<file path="src/rtl/mux_nway_reg_pkg.sv">
// Shared definitions for the N-way registered mux and its round-robin picker.
package mux_nway_reg_pkg;

    typedef enum logic {
        MUX_MODE_DIRECT = 1'b0,
        MUX_MODE_RR     = 1'b1
    } mux_mode_e;

    // Next channel index after idx in an n-entry ring.
    function automatic int rr_next(input int idx, input int n);
        return (idx >= n - 1) ? 0 : idx + 1;
    endfunction

endpackage

</file>
<file path="src/rtl/mux_nway_reg_rr_pick.sv">
// Combinational rotate-search: first asserted req at or after base, wrapping at N.
module rr_priority_pick
    import mux_nway_reg_pkg::*;
#(
    parameter int N    = 4,
    parameter int SELW = $clog2(N)
) (
    input  logic [N-1:0]    req,
    input  logic [SELW-1:0] base,
    output logic [SELW-1:0] gnt_idx,
    output logic            gnt_any
);

    int idx;

    always_comb begin
        gnt_idx = '0;
        gnt_any = 1'b0;
        // An out-of-range base cannot come from the top, but degrade to a plain priority search.
        idx     = (int'(base) < N) ? int'(base) : 0;
        for (int k = 0; k < N; k++) begin
            if (!gnt_any && req[idx]) begin
                gnt_any = 1'b1;
                gnt_idx = SELW'(idx);
            end
            idx = rr_next(idx, N);
        end
    end

endmodule

</file>
<file path="src/rtl/mux_nway_reg.sv">
// N-way W-bit registered mux with per-channel valid/ready, direct or round-robin select.
module mux_nway_reg
    import mux_nway_reg_pkg::*;
#(
    parameter  int N    = 4,
    parameter  int W    = 32,
    localparam int SELW = $clog2(N)
) (
    input  logic              clk,
    input  logic              reset_n,
    input  logic [N*W-1:0]    in_data,
    input  logic [N-1:0]      in_valid,
    output logic [N-1:0]      in_ready,
    input  logic              mode,
    input  logic [SELW-1:0]   sel,
    output logic [W-1:0]      out_data,
    output logic              out_valid,
    input  logic              out_ready,
    output logic [SELW-1:0]   out_chan
);

    logic [W-1:0]    out_data_q,  out_data_d;
    logic [SELW-1:0] out_chan_q,  out_chan_d;
    logic            out_valid_q, out_valid_d;
    logic [SELW-1:0] rr_ptr_q,    rr_ptr_d;

    logic [SELW-1:0] rr_gnt, grant;
    logic            rr_any, grant_ok, load_en, accept;

    rr_priority_pick #(.N(N)) u_pick (
        .req     (in_valid),
        .base    (rr_ptr_q),
        .gnt_idx (rr_gnt),
        .gnt_any (rr_any)
    );

    always_comb begin
        load_en = !out_valid_q || out_ready;
        if (mode == MUX_MODE_RR) begin
            grant    = rr_gnt;
            grant_ok = rr_any;
        end else begin
            grant    = sel;
            grant_ok = (int'(sel) < N) && in_valid[sel];
        end
        // Gate on reset_n so no producer sees a handshake while reset is held.
        accept = reset_n && load_en && grant_ok;

        in_ready = '0;
        if (accept) in_ready[grant] = 1'b1;

        out_data_d  = out_data_q;
        out_chan_d  = out_chan_q;
        out_valid_d = out_valid_q;
        rr_ptr_d    = rr_ptr_q;
        if (accept) begin
            out_data_d  = in_data[int'(grant)*W +: W];
            out_chan_d  = grant;
            out_valid_d = 1'b1;
            if (mode == MUX_MODE_RR) rr_ptr_d = SELW'(rr_next(int'(grant), N));
        end else if (out_ready) begin
            out_valid_d = 1'b0;
        end
    end

    always_ff @(posedge clk or negedge reset_n) begin
        if (!reset_n) begin
            out_data_q  <= '0;
            out_chan_q  <= '0;
            out_valid_q <= 1'b0;
            rr_ptr_q    <= '0;
        end else begin
            out_data_q  <= out_data_d;
            out_chan_q  <= out_chan_d;
            out_valid_q <= out_valid_d;
            rr_ptr_q    <= rr_ptr_d;
        end
    end

    assign out_data  = out_data_q;
    assign out_chan  = out_chan_q;
    assign out_valid = out_valid_q;

endmodule

</file>
<file path="config.mk">
export PLATFORM = sky130hd
export DESIGN_NAME = mux_nway_reg
export DESIGN_NICKNAME = d
export VERILOG_FILES = /design/src/rtl/mux_nway_reg_pkg.sv /design/src/rtl/mux_nway_reg_rr_pick.sv /design/src/rtl/mux_nway_reg.sv
export SDC_FILE = /design/constraint.sdc
export NUM_CORES = 1
export LEC_CHECK = 0
export ABC_AREA = 1
export BUFFER_PORTS_ARGS = -buffer_cell sky130_fd_sc_hd__buf_4
export CELL_PAD_IN_SITES_DETAIL_PLACEMENT = 1
export CELL_PAD_IN_SITES_GLOBAL_PLACEMENT = 2
export CORE_MARGIN = 2
export CORE_UTILIZATION = 21
export DETAILED_ROUTE_END_ITERATION = 8
export GPL_ROUTABILITY_DRIVEN = 0
export GPL_TIMING_DRIVEN = 1
export PLACE_DENSITY = 0.8
export SYNTH_ARGS = -nofsm -noshare
export SYNTH_HDL_FRONTEND = slang
export SYNTH_SLANG_ARGS = --single-unit
</file>
<file path="constraint.sdc">
create_clock -name clk -period 2.92 [get_ports clk]
set_input_delay 0 -clock clk [delete_from_list [all_inputs] [get_ports clk]]
set_output_delay 0 -clock clk [all_outputs]
set_load 0.02 [all_outputs]
</file>
==> run_results.csv <==
group,metric,value,unit
power_and_ir_drop,p_sw,2.46,mW
clock_network,cts_num_sinks,37,
synth,synth_cells,590,
setup_path,path_common_cell,"nand2_1",
place,port_buffers,176,
timing,slew_headroom,0.561,
clock_network,cts_htree_levels,2,
timing,slew_violations,0,
power_and_ir_drop,sw_frac_of_total,0.517,
drt,vias,4217,
drt,drc,0,
setup_path,path_cells,"ha_4 -> inv_1 -> o21ai_1 -> nand2_1 -> nand2_1 -> nand2_1 -> nand3b_1 -> nand4_1 -> nand2_1 -> buf_6 -> inv_1 -> nand2_1 -> nor2_1 -> buf_4",
drt,met2_length,6620,um
setup_path,cpMaxStageDelayCell,"dfrtp_1",
die,die_area,16800,sq um
synth,syn_nets,729,
power_and_ir_drop,p_int,2.30,mW
drt,viasPerCell,4.38,
global_route,grt_util_all_layers,0.164,
global_route,grt_pass1_vias,4432,
cells_and_area,final_core_util,0.327,
drt,met3_length,801,um
run,maxCapViolCount,0,
synth,synth.avg_cell_area,5.63,sq um
power_and_ir_drop,combPwrFrac,0.694,
power_and_ir_drop,power_density,950,nW/um^2
worst_hold_path,hold_path_class,"primary input to register",
synth,synth_warnings,0,
clock_network,path_clk_slew,0.06,ns
drt,avgRoutedWirePerCell,14.5,um
timing,finClkSkew,0.00819,ns
drt,drt_iter0_markers,182,
setup_path,worstSetupStartpointType,"register",
setup_path,arrival,2.59,ns
cells_and_area,layout.nets,891,
timing,final_hold_viol_count,0,
timing,setup_tns,0,ns
setup_path,endpoint_kind,"output port",
global_route,antenna_found_initial,0,
drt,firstDrtPassIters,5,
timing,rsz0062_at_grt,"false",
drt,highest_layer,"met4",
global_route,grt_max_degree,39,
place,dpl.hpwl,10600,um
run_status,status,"complete, no violations",
clock_network,ctsLongestPathBuffers,2,
die,ios,177,
die,die_y,130,um
setup_path,crit_fanout,14,
synth,yosys.area.top_type,"nand2_1",
drt,routedLengthMet1,6350,um
die,rows,45,
clock_network,root_buffer,"clkbuf_16",
setup_path,cp_slowest_stage_delay,0.44,ns
die,start_util,0.217,
cells_and_area,drive_gt1_frac,0.278,
synth,synth-seq-cells,37,
setup_path,critPathKind,"register to output port",
cells_and_area,area_delta_synth_final,50.8,%
synth,synth.cell_area,3320,sq um
power_and_ir_drop,p_clk_frac,0.115,
clock_network,cts_tree,"built",
synth,synthTopCellsByArea,"nand2_1, dfrtp_1, nand3_1",
timing,tightest_slew,0.656,ns
cells_and_area,diodes,0,
synth,yosysUniqueCellTypes,22,
power_and_ir_drop,seqPwrFrac,0.191,
power_and_ir_drop,finalPower,4.76,mW
timing,setup_viol,0,
power_and_ir_drop,power.leakage,3.05,nW
global_route,grt_pass1_wl,22000,um
global_route,globalRouteOverflowTotal,0,
drt,ant_nets,0,
clock_network,numCtsBuffers,5,
setup_path,crit_required,2.92,ns
timing,fin_crit,2.59,ns
synth,synth_seq_area_share,0.279,
power_and_ir_drop,irDropWorstVdd,0.000325,V
die,coreArea,15300,sq um
die,die_w,130,um
timing,finalCritPeriodShare,0.887,
clock_network,clkLatencyLatePin,0.28,ns
timing,fmax,0.386,GHz
synth,synth_top_area_frac,0.301,
drt,wirelength,13900,um
timing repair:
| item | CTS | global route |
|---|---|---|
| hold endpoints to repair | 38 | 0 |
| resized for setup | 0 | 8 |
| hold buffers | 2 | 0 |
| buffers inserted | 0 | 0 |
| setup endpoints to repair | 0 | 5 |
flip-flops by register name, indices dropped and copies added (netlist names):
register / flops
out_data: 32
out_chan: 2
rr_ptr_q: 2
out_valid: 1
cell type report:
| type | count | area [sq um] |
|---|---|---|
| inverters | 81 | 309 |
| fillers | 2040 | 10300 |
| clock buffers | 7 | 143 |
| repair buffers | 192 | 1460 |
| well taps | 211 | 264 |
| multi-input cells | 435 | 1900 |
| flip-flops and latches | 37 | 926 |
routing by layer:
layer,GRT usage,up-vias
met1,0.211,1935
met5,0,-
li1,-,2145
met4,0.0373,0
met2,0.284,126
met3,0.0312,11
path summary, 6_finish.rpt:
check                                to         start  slack, ns  cells past startpoint
min reg2reg                out_data[28]  out_data[28]       0.48                      2
min in group asynchronous     out_valid       reset_n       0.34                      3
min                        out_data[19]   in_data[83]       0.11                      7
max reg2reg                 out_data[7]   rr_ptr_q[1]       0.49                     14
max                         in_ready[3]   rr_ptr_q[1]       0.33                     14
max in group asynchronous   out_data[7]       reset_n       2.21                      3
Yosys cell counts:
cell type,instances
nand3_2,2
nand3b_1,1
o21ai_0,5
ha_1,1
a311oi_1,1
nand2_2,1
nand3_1,138
buf_6,4
inv_2,4
o21ai_1,3
nor2_4,2
buf_1,2
nand2_1,266
buf_2,13
a21oi_4,1
buf_4,5
inv_1,77
dfrtp_1,37
nor2_1,9
a21oi_1,2
clkbuf_1,13
nand4_1,3
per-stage QoR:
step	hold WS (ns)	cells	setup WS (ns)	area (sq um)
after floorplan	-0.296	590	0.801	3320
after global placement	0.108	954	0.479	4810
after detailed placement	0.117	954	0.313	4810
after CTS	0.119	963	0.0194	4970
after global routing	0.150	963	0.0671	5010
final	0.112	963	0.330	5010
power by group through the flow:
| stage | registers, mW | clock network (mW) | logic [mW] |
|---|---|---|---|
| detailed placement | 0.913 | 0 | 3.27 |
| CTS | 0.908 | 0.566 | 3.29 |
| floorplan | 1.16 | 0 | 1.96 |
| finish | 0.908 | 0.549 | 3.30 |
| global placement | 0.898 | 0 | 3.20 |
| global route | 0.936 | 0.585 | 3.73 |
placed cells by master, fill, tap and decap left out, types with 2 or more instances in the layout:
cell | netlist | final
dlygate4sd3_1 | 0 | 2
o21ai_1 | 3 | 3
nor2_1 | 9 | 9
nor2_4 | 2 | 2
nand3_2 | 2 | 2
nand2_2 | 1 | 3
inv_2 | 4 | 3
nand2_1 | 266 | 264
o21ai_0 | 5 | 5
buf_4 | 5 | 188
inv_1 | 77 | 77
dfrtp_1 | 37 | 37
a21oi_1 | 2 | 2
nand3_1 | 138 | 138
nand4_1 | 3 | 3
clkbuf_16 | 0 | 5
critical path: cells and delay by family (launching register included):
kind | cells | cell delay, ns
DFF | 1 | 0.44
and+or+nand+nor | 8 | 0.88
buffers and inverters | 4 | 0.55
adders and majority gates | 1 | 0.32
AOI/OAI and AO/OA | 1 | 0.13
logic make-up (layout without fill, tap and decap cells):
group,Yosys count,in the layout,share of synthesized area
simple gates,422,422,0.542
buf+inv,118,280,0.153
flops,37,37,0.279
compound gates,12,12,0.0226
fa+ha+maj,1,1,0.00377
Note: power is estimated with default switching activity, not from simulation.
